[config.mk]
export PLATFORM = sky130hd
export DESIGN_NAME = sii_l2t_req_sched
export DESIGN_NICKNAME = d
export VERILOG_FILES = /design/src/rtl/sii_l2t_pkg.sv /design/src/rtl/sii_l2t_credit_ctr.sv /design/src/rtl/sii_l2t_req_sched.sv
export SDC_FILE = /design/constraint.sdc
export NUM_CORES = 1
export LEC_CHECK = 0
export CAP_MARGIN = 20
export CORE_MARGIN = 3
export CORE_UTILIZATION = 40
export DETAILED_ROUTE_END_ITERATION = 12
export PLACE_DENSITY = 0.72
export REMOVE_ABC_BUFFERS = 1
export SYNTH_ARGS = -nofsm -noshare
export SYNTH_HDL_FRONTEND = slang
export SYNTH_HIERARCHICAL = 1
export SYNTH_SLANG_ARGS = --single-unit
[constraint.sdc]
create_clock -name iol2clk -period 5.7 [get_ports iol2clk]
set_input_delay 1.14 -clock iol2clk [delete_from_list [all_inputs] [get_ports iol2clk]]
set_output_delay 1.14 -clock iol2clk [all_outputs]
set_load 0.01 [all_outputs]
[src/rtl/sii_l2t_pkg.sv]
// Shared types and constants for the SII-to-L2T request scheduler.
package sii_l2t_pkg;

    localparam int NUM_BANKS  = 8;
    localparam int GAP_CYCLES = 3;
    localparam int CRED_W     = 3;

    typedef enum logic [1:0] {
        ST_IDLE = 2'd0,
        ST_HDR  = 2'd1,
        ST_ADDR = 2'd2,
        ST_GAP  = 2'd3
    } sched_state_e;

endpackage

[src/rtl/sii_l2t_credit_ctr.sv]
// One per-bank credit counter: decrements on grant, increments on a dequeue
// return, saturates at MAX_CRED and latches a sticky overflow flag when a
// return arrives with the counter already full.
module sii_l2t_credit_ctr
    import sii_l2t_pkg::*;
#(
    parameter int MAX_CRED = 4
) (
    input  logic              i_clk,
    input  logic              i_rst_l,
    input  logic              i_dec,
    input  logic              i_inc,
    output logic [CRED_W-1:0] o_cnt,
    output logic              o_ovf
);

    localparam logic [CRED_W-1:0] MAX_V = CRED_W'(MAX_CRED);

    logic [CRED_W-1:0] r_cnt;
    logic              r_ovf;

    // Counter update; a simultaneous grant and return cancel out.
    always_ff @(posedge i_clk or negedge i_rst_l) begin
        if (!i_rst_l) begin
            r_cnt <= MAX_V;
            r_ovf <= 1'b0;
        end else if (i_inc && !i_dec) begin
            if (r_cnt == MAX_V) begin
                r_ovf <= 1'b1;
            end else begin
                r_cnt <= r_cnt + 1'b1;
            end
        end else if (i_dec && !i_inc && (r_cnt != '0)) begin
            r_cnt <= r_cnt - 1'b1;
        end
    end

    assign o_cnt = r_cnt;
    assign o_ovf = r_ovf;

endmodule

[src/rtl/sii_l2t_req_sched.sv]
// Two-requester round-robin scheduler that forwards header/address packets
// onto one of eight L2T bank request buses, gated by per-bank IQ and WIB
// credits, with a fixed inter-packet gap.
module sii_l2t_req_sched
    import sii_l2t_pkg::*;
#(
    parameter int IQ_CREDITS  = 4,
    parameter int WIB_CREDITS = 2
) (
    input  logic        iol2clk,
    input  logic        rst_l,
    input  logic        rq0_vld,
    output logic        rq0_rdy,
    input  logic [2:0]  rq0_bank,
    input  logic        rq0_wri,
    input  logic [31:0] rq0_hdr,
    input  logic [31:0] rq0_addr,
    input  logic        rq1_vld,
    output logic        rq1_rdy,
    input  logic [2:0]  rq1_bank,
    input  logic        rq1_wri,
    input  logic [31:0] rq1_hdr,
    input  logic [31:0] rq1_addr,
    output logic [31:0] sii_l2t0_req,
    output logic [31:0] sii_l2t1_req,
    output logic [31:0] sii_l2t2_req,
    output logic [31:0] sii_l2t3_req,
    output logic [31:0] sii_l2t4_req,
    output logic [31:0] sii_l2t5_req,
    output logic [31:0] sii_l2t6_req,
    output logic [31:0] sii_l2t7_req,
    output logic        sii_l2t0_req_vld,
    output logic        sii_l2t1_req_vld,
    output logic        sii_l2t2_req_vld,
    output logic        sii_l2t3_req_vld,
    output logic        sii_l2t4_req_vld,
    output logic        sii_l2t5_req_vld,
    output logic        sii_l2t6_req_vld,
    output logic        sii_l2t7_req_vld,
    input  logic        l2t0_sii_iq_dequeue,
    input  logic        l2t1_sii_iq_dequeue,
    input  logic        l2t2_sii_iq_dequeue,
    input  logic        l2t3_sii_iq_dequeue,
    input  logic        l2t4_sii_iq_dequeue,
    input  logic        l2t5_sii_iq_dequeue,
    input  logic        l2t6_sii_iq_dequeue,
    input  logic        l2t7_sii_iq_dequeue,
    input  logic        l2t0_sii_wib_dequeue,
    input  logic        l2t1_sii_wib_dequeue,
    input  logic        l2t2_sii_wib_dequeue,
    input  logic        l2t3_sii_wib_dequeue,
    input  logic        l2t4_sii_wib_dequeue,
    input  logic        l2t5_sii_wib_dequeue,
    input  logic        l2t6_sii_wib_dequeue,
    input  logic        l2t7_sii_wib_dequeue,
    output logic        credit_err
);

    sched_state_e         r_state, w_state_nxt;
    logic [1:0]           r_gap_cnt;
    logic                 r_last;
    logic [2:0]           r_bank;
    logic [31:0]          r_hdr, r_addr;

    logic [NUM_BANKS-1:0] w_iq_deq, w_wib_deq, w_iq_dec, w_wib_dec;
    logic [NUM_BANKS-1:0] w_iq_ovf, w_wib_ovf;
    logic [CRED_W-1:0]    w_iq_cred  [NUM_BANKS];
    logic [CRED_W-1:0]    w_wib_cred [NUM_BANKS];
    logic                 w_elig0, w_elig1, w_gnt0, w_gnt1, w_gnt;
    logic [2:0]           w_sel_bank;
    logic                 w_sel_wri;
    logic [31:0]          w_req [NUM_BANKS];
    logic [NUM_BANKS-1:0] w_req_vld;

    assign w_iq_deq  = {l2t7_sii_iq_dequeue, l2t6_sii_iq_dequeue, l2t5_sii_iq_dequeue,
                        l2t4_sii_iq_dequeue, l2t3_sii_iq_dequeue, l2t2_sii_iq_dequeue,
                        l2t1_sii_iq_dequeue, l2t0_sii_iq_dequeue};
    assign w_wib_deq = {l2t7_sii_wib_dequeue, l2t6_sii_wib_dequeue, l2t5_sii_wib_dequeue,
                        l2t4_sii_wib_dequeue, l2t3_sii_wib_dequeue, l2t2_sii_wib_dequeue,
                        l2t1_sii_wib_dequeue, l2t0_sii_wib_dequeue};

    // Per-bank credit counters; 8 IQ and 8 WIB.
    for (genvar k = 0; k < NUM_BANKS; k++) begin : g_bank
        sii_l2t_credit_ctr #(.MAX_CRED(IQ_CREDITS)) u_iq (
            .i_clk   (iol2clk),
            .i_rst_l (rst_l),
            .i_dec   (w_iq_dec[k]),
            .i_inc   (w_iq_deq[k]),
            .o_cnt   (w_iq_cred[k]),
            .o_ovf   (w_iq_ovf[k])
        );
        sii_l2t_credit_ctr #(.MAX_CRED(WIB_CREDITS)) u_wib (
            .i_clk   (iol2clk),
            .i_rst_l (rst_l),
            .i_dec   (w_wib_dec[k]),
            .i_inc   (w_wib_deq[k]),
            .o_cnt   (w_wib_cred[k]),
            .o_ovf   (w_wib_ovf[k])
        );
    end

    assign credit_err = |{w_iq_ovf, w_wib_ovf};

    // Eligibility, round-robin grant and next-state decode.
    always_comb begin
        w_elig0     = rq0_vld && (w_iq_cred[rq0_bank] != '0) &&
                      (!rq0_wri || (w_wib_cred[rq0_bank] != '0));
        w_elig1     = rq1_vld && (w_iq_cred[rq1_bank] != '0) &&
                      (!rq1_wri || (w_wib_cred[rq1_bank] != '0));
        w_gnt0      = 1'b0;
        w_gnt1      = 1'b0;
        w_state_nxt = r_state;
        case (r_state)
            ST_IDLE: begin
                // rdy is held low while reset is asserted
                if (rst_l) begin
                    if (w_elig0 && w_elig1) begin
                        w_gnt0 = r_last;
                        w_gnt1 = !r_last;
                    end else begin
                        w_gnt0 = w_elig0;
                        w_gnt1 = w_elig1;
                    end
                end
                if (w_gnt0 || w_gnt1) w_state_nxt = ST_HDR;
            end
            ST_HDR:  w_state_nxt = ST_ADDR;
            ST_ADDR: w_state_nxt = ST_GAP;
            ST_GAP:  if (r_gap_cnt == 2'(GAP_CYCLES - 1)) w_state_nxt = ST_IDLE;
            default: w_state_nxt = ST_IDLE;
        endcase
        w_gnt      = w_gnt0 || w_gnt1;
        w_sel_bank = w_gnt1 ? rq1_bank : rq0_bank;
        w_sel_wri  = w_gnt1 ? rq1_wri : rq0_wri;
        w_iq_dec   = w_gnt ? (NUM_BANKS'(1) << w_sel_bank) : '0;
        w_wib_dec  = (w_gnt && w_sel_wri) ? (NUM_BANKS'(1) << w_sel_bank) : '0;
    end

    assign rq0_rdy = w_gnt0;
    assign rq1_rdy = w_gnt1;

    // FSM state, gap counter and round-robin pointer.
    always_ff @(posedge iol2clk or negedge rst_l) begin
        if (!rst_l) begin
            r_state   <= ST_IDLE;
            r_gap_cnt <= 2'd0;
            r_last    <= 1'b1;
        end else begin
            r_state   <= w_state_nxt;
            r_gap_cnt <= (r_state == ST_GAP) ? r_gap_cnt + 2'd1 : 2'd0;
            if (w_gnt) r_last <= w_gnt1;
        end
    end

    // Packet capture at grant; outputs are qualified by state so no reset needed.
    always_ff @(posedge iol2clk) begin
        if (w_gnt) begin
            r_bank <= w_sel_bank;
            r_hdr  <= w_gnt1 ? rq1_hdr : rq0_hdr;
            r_addr <= w_gnt1 ? rq1_addr : rq0_addr;
        end
    end

    // Drive only the selected bank: header in HDR, address in ADDR.
    always_comb begin
        for (int k = 0; k < NUM_BANKS; k++) w_req[k] = '0;
        w_req_vld = '0;
        if (r_state == ST_HDR) begin
            w_req[r_bank]     = r_hdr;
            w_req_vld[r_bank] = 1'b1;
        end else if (r_state == ST_ADDR) begin
            w_req[r_bank]     = r_addr;
        end
    end

    assign sii_l2t0_req = w_req[0];
    assign sii_l2t1_req = w_req[1];
    assign sii_l2t2_req = w_req[2];
    assign sii_l2t3_req = w_req[3];
    assign sii_l2t4_req = w_req[4];
    assign sii_l2t5_req = w_req[5];
    assign sii_l2t6_req = w_req[6];
    assign sii_l2t7_req = w_req[7];
    assign sii_l2t0_req_vld = w_req_vld[0];
    assign sii_l2t1_req_vld = w_req_vld[1];
    assign sii_l2t2_req_vld = w_req_vld[2];
    assign sii_l2t3_req_vld = w_req_vld[3];
    assign sii_l2t4_req_vld = w_req_vld[4];
    assign sii_l2t5_req_vld = w_req_vld[5];
    assign sii_l2t6_req_vld = w_req_vld[6];
    assign sii_l2t7_req_vld = w_req_vld[7];

endmodule

After elaboration in Yosys (flattened, before gate mapping):

Index checks and enable logic that the tools add are counted.

* eq/ne operators: 38
* reduce and logical (&&, ||, !) cells: 166
* add/subtract/negate cells: 33
* shifts and indexed selects: 1
* bitwise operators: 5
* $lt $le $gt $ge: 6
* multiplexer cells: 85

Operators by type and width (count)
* $and A256 B256 Y256: 2
* $mux W256: 2
* $mux W3: 57
* $demux W32 S3: 1
* $mux W32: 3
* $reduce_and A2 Y1: 33
* $reduce_bool A3 Y1: 20
* $logic_and A1 B1 Y1: 56
* $add A3 B1 Y3 const B: 16
* $sub A3 B1 Y3 const B: 16
* $bmux W3 S3: 4
* $ne A2 B2 Y1 const B: 18
* $logic_not A1 Y1: 35
* $reduce_bool A2 Y1: 16
* $eq A3 B2 Y1 const B: 8
* $eq A3 B3 Y1 const B: 8
* $mux W8: 3
* $reduce_or A16 Y1: 1
* $ge A4 B4 Y1 const B: 3
* $not A3 Y4: 3
* $mux W1: 10
* $pmux W2 S4: 1
* $shl A1 B3 Y8 const A: 1
* $eq A2 B2 Y1 const B: 3
* 9 further kinds: 14

* register bits after elaboration: 136
* input bits: 156
* output and inout port bits: 267

Depth between registers and ports, before layout:

Gate-level depths: netlist of the first run.

* depth in word-level cells: 19
* depth in mapped cells: 15

By module:

The synthesis of the first run kept the hierarchy.

By module, submodules not included
* sii_l2t_req_sched: times used 1, cells each 680, area an instance 5580.4 um^2
* sii_l2t_credit_ctr (g_bank[0].u_wib ...): times used 8, cells each 31, area an instance 295.3 um^2
* sii_l2t_credit_ctr (g_bank[0].u_iq ...): times used 8, cells each 31, area an instance 286.5 um^2

Worst setup path after synthesis of the first run:

No wires, ideal clock.

* path type: input -> register
* start: input rq1_bank[1]
* end: register g_bank[2].u_wib.r_cnt[2]
* path slack: 1.137 ns
* path buffers: 3
* stages on the path: 15
* library setup time: 0.121 ns
* arrival time: 4.442 ns
* cell sequence: buf_2 or4_1 a21oi_2 a211oi_1 a21o_1 o21ai_1 buf_2 a21oi_1 buf_2 nor2b_1 inv_1 fa_1 or3b_1 and3_1 o22a_1

* longest elaborated chain between the ends: 19
* elaborated cells between the ends (all ways): 35
* those cells by class: eq/ne: 1; shift: 1; mux: 18; bitwise: 1; reduce/logical: 14

Ends and longest elaborated chain
* start: declaration: RTL line sii_l2t_req_sched.sv:20 `input logic [2:0] rq1_bank,`
* $not A3 Y4 (implied by the code): RTL line sii_l2t_req_sched.sv:108, sii_l2t_req_sched.sv:109
* $bmux W3 S3 (on tied branches): RTL line sii_l2t_req_sched.sv:108, sii_l2t_req_sched.sv:109
* $mux W3 (on tied branches) (2 in series): RTL line sii_l2t_req_sched.sv:108, sii_l2t_req_sched.sv:109
* $reduce_bool A3 Y1 (on tied branches): RTL line sii_l2t_req_sched.sv:108, sii_l2t_req_sched.sv:109
* $logic_and A1 B1 Y1 / $logic_or A1 B1 Y1 (equally long branches): RTL line sii_l2t_req_sched.sv:108, sii_l2t_req_sched.sv:109
* $logic_and A1 B1 Y1: RTL line sii_l2t_req_sched.sv:108 `w_elig1 = rq1_vld && (w_iq_cred[rq1_bank] != '0) &&`
* $logic_and A1 B1 Y1: RTL line sii_l2t_req_sched.sv:117 `if (w_elig0 && w_elig1) begin`
* $mux W1: RTL line sii_l2t_req_sched.sv:117
* [... 3 more ...]
* $mux W3 (tied with other cells): RTL line sii_l2t_req_sched.sv:133 `w_sel_bank = w_gnt1 ? rq1_bank : rq0_bank;`
* $shl A1 B3 Y8 / $logic_and A1 B1 Y1 (equally long branches): RTL line sii_l2t_req_sched.sv:136 `w_wib_dec = (w_gnt && w_sel_wri) ? (NUM_BANKS'(1) << w_sel_bank) : '0;`
* $mux W8 *: RTL line sii_l2t_req_sched.sv:136
* via w_wib_dec[2]: RTL line sii_l2t_req_sched.sv:65 `logic [NUM_BANKS-1:0] w_iq_deq, w_wib_deq, w_iq_dec, w_wib_dec;`
* $logic_not A1 Y1 / $logic_and A1 B1 Y1 (equally long branches): RTL line sii_l2t_credit_ctr.sv:27, sii_l2t_credit_ctr.sv:33
* $logic_and A1 B1 Y1 (on tied branches): RTL line sii_l2t_credit_ctr.sv:27, sii_l2t_credit_ctr.sv:33
* $ne A2 B2 Y1 (no source line) / $reduce_bool A2 Y1 (equally long branches)
* $reduce_and A2 Y1 (no source line)
* end signal: assignment: RTL line sii_l2t_credit_ctr.sv:31 `r_cnt <= r_cnt + 1'b1;`
* end signal: assignment: RTL line sii_l2t_credit_ctr.sv:34 `r_cnt <= r_cnt - 1'b1;`
* end: declaration: RTL line sii_l2t_credit_ctr.sv:19 `logic [CRED_W-1:0] r_cnt;`

Mark *: on every way through the listed nets, which the timed path passes. The rest lies on a longest branch. The select of a mux whose other input is x is not followed.
A chain may end at the register's enable or synchronous reset.

Worst setup path after layout of the first run:

* start: input rq0_bank[1]
* end: output rq1_rdy

* longest elaborated chain between the ends: 12
* elaborated cells between the ends (all ways): 17
* those cells by class: mux: 10; bitwise: 1; reduce/logical: 6

Ends and longest elaborated chain
* start: declaration: RTL line sii_l2t_req_sched.sv:14 `input logic [2:0] rq0_bank,`
* $not A3 Y4 (implied by the code) *: RTL line sii_l2t_req_sched.sv:106, sii_l2t_req_sched.sv:107
* $bmux W3 S3 (on tied branches): RTL line sii_l2t_req_sched.sv:106, sii_l2t_req_sched.sv:107
* $mux W3 (on tied branches) (2 in series): RTL line sii_l2t_req_sched.sv:106, sii_l2t_req_sched.sv:107
* $reduce_bool A3 Y1 (on tied branches): RTL line sii_l2t_req_sched.sv:106, sii_l2t_req_sched.sv:107
* $logic_and A1 B1 Y1 / $logic_or A1 B1 Y1 (equally long branches): RTL line sii_l2t_req_sched.sv:106, sii_l2t_req_sched.sv:107
* $logic_and A1 B1 Y1 *: RTL line sii_l2t_req_sched.sv:106 `w_elig0 = rq0_vld && (w_iq_cred[rq0_bank] != '0) &&`
* $logic_and A1 B1 Y1 *: RTL line sii_l2t_req_sched.sv:117
* $mux W1 *: RTL line sii_l2t_req_sched.sv:117
* $mux W1 *: RTL line sii_l2t_req_sched.sv:116 `if (rst_l) begin`
* $mux W1 * (2 in series): RTL line sii_l2t_req_sched.sv:113 `case (r_state)`
* end: declaration: RTL line sii_l2t_req_sched.sv:19 `output logic rq1_rdy,`

Every way passes the cells marked *; elsewhere a longest branch is shown, timed or not. The select of a mux whose other input is x is not followed.

==> results.yml, run 1 <==
yosys:
  synth_flop_cell: "edfxtp_1"
  synthesis.area_um2: 10200
  synth_fa_ha_area_share_pct: 3.74
  ys_top_cells_by_count: "333 x nor2_1, 67 x edfxtp_1, 52 x dfrtp_1"
  ys_seq_area_share_pct: 36.7
  syn_avg_cell_area_um2: 8.70
  synth_area_leaders: "edfxtp_1 20%, dfrtp_1 13%, nor2_1 12%"
  netlist_instances: 1176
  yosys.area.top_type: "edfxtp_1"
  synth-seq-cells: 136
  synth_top_family_by_area: "simple AND/OR/NAND/NOR gates"
  synth_most_common_cell: "nor2_1"
  synth.distinct_cells: 68
  synth_simple_gate_area_share_pct: 25.1
  ys_warn_count: 6
  synthArstFlopShare_pct: 50.7
  synth_edf_count: 67
  yosysTopAreaCellShare_pct: 19.7
  synth_mux_area_share_pct: 8.35
  synth_xor_area_share_pct: 0.685
  synth-compound-area-share_pct: 19.6
clock_network:
  post_cts.repair.setup_buffers: 0
  cts_max_level: 4
  cts_buffer_depth: 2
  cts_buffers: 17
  clk_pin_slew_ps: 60
  cts_sinks: 136
  hold_buffers: 0
  cts_root_buffer: "clkbuf_16"
  cts_tree: "built"
  clock_latency_ps: 420
  cts_resized: 0
detailed_routing:
  routed_via_density: 5.62
  wl_per_cell_um: 20.2
  ant_nets: 0
  first_pass_iters: 5
  vias: 10700
  wl_mm: 38.5
  drc: 0
  drt_iter0_drc: 912
critical_path:
  path_cells: "clkdlybuf4s50_1, clkinv_1, nand2_1, o221a_2, a22o_1, nor2_4, clkdlybuf4s50_1"
  slowest_stage: "clkdlybuf4s50_1"
  cp.arrival_ps: 4030
  rr_startpoint: "g_bank[6].u_iq/o_cnt[0]"
  start_kind: "input port"
  crit_path_frequent_cell: "clkdlybuf4s50_1"
  reg2reg_slack_ps: 1700
  path_class: "input port to output port"
  required_ps: 4560
  endpoint_kind: "output port"
  r2r_cells: 12
  rr_endpoint: "g_bank[3].u_wib/o_cnt[2]"
  crit_buf_inv: 3
  cpPeakStageDelay_ps: 710
  critPathMaxFanout: 26
  cpLargestDelayFamily: "buffers and inverters"
grt:
  track_usage_pct: 26.7
  antenna_found_initial: 1
  grt_pass1_vias: 9826
  grt_pass1_wl_mm: 59.0
  grt_max_degree: 69
  overflow: 0
layout:
  fin_cells: 1905
  areaGrowthSynthToFinish_pct: 49.0
  fin_area_um2: 15300
  fin_nets: 1744
  n_fill_cell: 2136
  final_util_pct: 61.6
  drive_gt1_share_pct: 10.7
sta:
  hold_viol_final: 0
  tns_ps: 0
  fin_hold_ws_ps: 423
  setup_viol: 0
  setup_slack_ps: 533
  final_max_slew_viol_count: 0
  period_share_pct: 90.7
  rsz0062_at_grt: "false"
  skew_ps: 14.1
  min_period_ps: 5170
  slew_headroom_pct: 12.2
  timing.fmax_mhz: 194
  tightest_slew_ps: 1320
die:
  fp-row-count: 57
  die_h_um: 166
  start_util_pct: 41.4
  core_um2: 24700
  ios: 423
  die_w_um: 166
  die_area_um2: 27500
place:
  placedCellCount: 1872
  port_buffers: 422
  place_congestion: 0.948
  place_ws_ps: 498
  post-dp-hpwl_mm: 28.9
  placed_area_um2: 14700
worst_hold_path:
  min_delay_path_depth: 1
  hold_start: "r_gap_cnt[0]"
  hold_class: "flop to flop"
  hold_path_end: "r_gap_cnt[0]"
pwr:
  power.leakage_nw: 5.49
  powerDensity_nw_per_um2: 353
  power_mw: 5.39
  peakVddDrop_uv: 249
job:
  drv_cap: 0
outcome:
  status: "completed"
==> power breakdown <==
part | total [mW] | switching (mW) | internal [mW]
Clock | 1.05 | 0.444 | 0.603
Combinational | 2.51 | 1.44 | 1.07
Sequential | 1.83 | 0.469 | 1.37
==> cell type report <==
class	count	area [um^2]	area share [%]
multi-input combinational	911	5890	38.6
timing repair buffer	452	4460	29.2
sequential	136	3760	24.6
clock buffer	18	429	2.81
tap	324	405	2.66
inverter	49	184	1.21
clock inverter	14	125	0.820
antenna	1	2.50	0.0164
==> per-layer routing <==
layer | wire length, um | track usage [%]
met1 | 16600 | 35.2
met3 | 2630 | 6.38
met2 | 18800 | 45.2
met4 | 461 | 5.57
met5 | 0 | 0
==> logic make-up (layout without fill, tap and decap cells) <==
kind of cell | after synthesis | in the layout
AO/OA/AOI/OAI | 269 | 269
XOR/XNOR | 8 | 8
multiplexers | 76 | 76
buffers and inverters | 129 | 533
adder cells (fa/ha/maj) | 21 | 21
other | 0 | 1
flip-flops | 136 | 136
AND/OR/NAND/NOR | 537 | 537
==> placed cells by master, fill, tap and decap left out, types with 10 or more instances in the layout <==
cell type | Yosys | final
clkdlybuf4s50_1 | 0 | 421
a211o_1 | 11 | 11
clkbuf_16 | 0 | 17
nor2b_1 | 23 | 22
buf_4 | 1 | 29
a211oi_1 | 18 | 18
dfstp_2 | 17 | 17
o22ai_1 | 16 | 16
inv_1 | 38 | 37
and3_1 | 11 | 11
mux2_2 | 39 | 39
dfrtp_1 | 52 | 52
a21oi_1 | 32 | 32
a21o_1 | 12 | 12
inv_2 | 9 | 10
nor3_1 | 22 | 22
o21ai_0 | 28 | 28
fa_1 | 16 | 16
mux2_1 | 26 | 26
edfxtp_1 | 67 | 67
nor4b_1 | 10 | 10
or4_1 | 10 | 10
nand2b_1 | 22 | 22
nand3b_1 | 11 | 11
nand2_1 | 21 | 21
nor4_1 | 10 | 10
nand3_1 | 22 | 22
nor2_1 | 333 | 333
mux2i_1 | 10 | 10
o211ai_1 | 19 | 19
a22oi_1 | 40 | 40
==> sequential cells by signal (all words and copies together) (netlist names) <==
register,flops
r_last,1
r_gap_cnt,2
r_state,2
r_hdr,32
g_bank.u_iq/o_cnt,24
g_bank.u_wib/o_cnt,24
g_bank.u_wib/o_ovf,8
r_bank,3
r_addr,32
g_bank.u_iq/o_ovf,8
==> worst max path at each step <==
stage | startpoint | end | slack, ps | cells after the start
after global routing | rq0_bank[1] | rq1_rdy | 340 | 7
after floorplan | rq1_bank[0] | rq1_rdy | 400 | 5
after detailed placement | rq0_bank[1] | g_bank[3].u_wib/o_cnt[2] | 500 | 13
after global placement | rq1_bank[1] | g_bank[3].u_wib/o_cnt[2] | 590 | 13
final | rq0_bank[1] | rq1_rdy | 530 | 7
after CTS | rq0_bank[0] | rq1_rdy | 590 | 7
(Power assumes the default switching activity.)
==> run 2, diff against run 1 <==
CTS_BUF_LIST = sky130_fd_sc_hd__clkbuf_16   (was default)
==> results.yml, run 2 (synthesis results as in run 1) <==
pwr:
  power.leakage_nw: 5.49
  peakVddDrop_uv: 249
  powerDensity_nw_per_um2: 353
  power_mw: 5.39
sta:
  setup_viol: 0
  final_max_slew_viol_count: 0
  min_period_ps: 5150
  tightest_slew_ps: 1320
  rsz0062_at_grt: "false"
  tns_ps: 0
  period_share_pct: 90.4
  hold_viol_final: 0
  skew_ps: 14.0
  fin_hold_ws_ps: 423
  timing.fmax_mhz: 194
  slew_headroom_pct: 12.2
  setup_slack_ps: 545
place:
  port_buffers: 422
  post-dp-hpwl_mm: 28.9
  place_ws_ps: 498
  placedCellCount: 1872
  place_congestion: 0.948
  placed_area_um2: 14700
die:
  ios: 423
  die_w_um: 166
  die_area_um2: 27500
  core_um2: 24700
  start_util_pct: 41.4
  fp-row-count: 57
  die_h_um: 166
layout:
  fin_cells: 1905
  final_util_pct: 61.6
  areaGrowthSynthToFinish_pct: 49.0
  final_common_cell: "clkdlybuf4s50_1"
  mostFrequentLayoutCells: "421 x clkdlybuf4s50_1, 333 x nor2_1, 67 x edfxtp_1"
  top_regs: "r_addr (32), r_hdr (32)"
  fin_area_um2: 15300
  multi_input_area_um2: 5890
  n_fill_cell: 2136
  final-seq-area_um2: 3760
  fin_nets: 1744
  drive_gt1_share_pct: 10.7
detailed_routing:
  drc: 0
  wl_mm: 38.5
  routed_via_density: 5.62
  vias: 10700
  drt_iter0_drc: 912
  first_pass_iters: 5
  wl_per_cell_um: 20.2
  ant_nets: 0
critical_path:
  crit_buf_inv: 3
  slowest_stage: "clkdlybuf4s50_1"
  cpPeakStageDelay_ps: 710
  crit_path_frequent_cell: "clkdlybuf4s50_1"
  endpoint_kind: "output port"
  cp.arrival_ps: 4010
  path_class: "input port to output port"
  required_ps: 4560
  start_kind: "input port"
  critPathMaxFanout: 26
  cpLargestDelayFamily: "buffers and inverters"
  path_cells: "clkdlybuf4s50_1, clkinv_1, nand2_1, o221a_2, a22o_1, nor2_4, clkdlybuf4s50_1"
clock_network:
  cts_buffer_depth: 2
  cts_resized: 0
  cts_buffers: 17
  cts_sinks: 136
  cts_tree: "built"
  hold_buffers: 0
  cts_max_level: 4
  clock_latency_ps: 420
  cts_root_buffer: "clkbuf_16"
  post_cts.repair.setup_buffers: 0
  clk_pin_slew_ps: 60
worst_hold_path:
  hold_class: "flop to flop"
grt:
  grt_pass1_vias: 9826
  antenna_found_initial: 1
  track_usage_pct: 26.7
  grt_max_degree: 69
  grt_pass1_wl_mm: 59.0
  overflow: 0
outcome:
  status: "completed"
job:
  drv_cap: 0
==> run 2: cell count changes in the layout (fill, tap and decap cells not counted), sizes merged <==
cell	before	now
inv	51	52
clkbuf	18	17
==> run 2: path summary, 6_finish.rpt <==
path	startpoint	to	slack, ps	cells after the start
min	r_gap_cnt[0]	r_gap_cnt[0]	420	1
min reg2reg	r_gap_cnt[0]	r_gap_cnt[0]	420	1
max	rq0_bank[1]	rq1_rdy	550	7
max in group asynchronous	rst_l	g_bank[7].u_iq/o_cnt[2]	4000	3
max reg2reg	g_bank[1].u_wib/o_cnt[0]	g_bank[3].u_wib/o_cnt[2]	1700	12
min in group asynchronous	rst_l	g_bank[3].u_wib/o_ovf	760	2
==> run 2: routing by layer <==
layer,track usage (%),vias to the layer above,share of wire (%),routed length (um)
met5,0,-,0,0
met4,5.57,0,1.2,461
met3,6.38,35,6.8,2640
met2,45.2,377,49,18800
met1,35.2,5259,43,16600
li1,-,5038,-,-
==> run 2: cell type report <==
type                       count  share of cell area [%]
sequential                   136                    24.6
clock inverter                15                   0.845
multi-input combinational    911                    38.6
timing repair buffer         452                    29.2
clock buffer                  17                    2.79
tap                          324                    2.66
inverter                      49                    1.21
antenna                        1                  0.0164
==> run 2: power by group <==
part / internal, mW / switching (mW)
clock network: 0.601 / 0.444
registers: 1.37 / 0.469
logic: 1.07 / 1.44
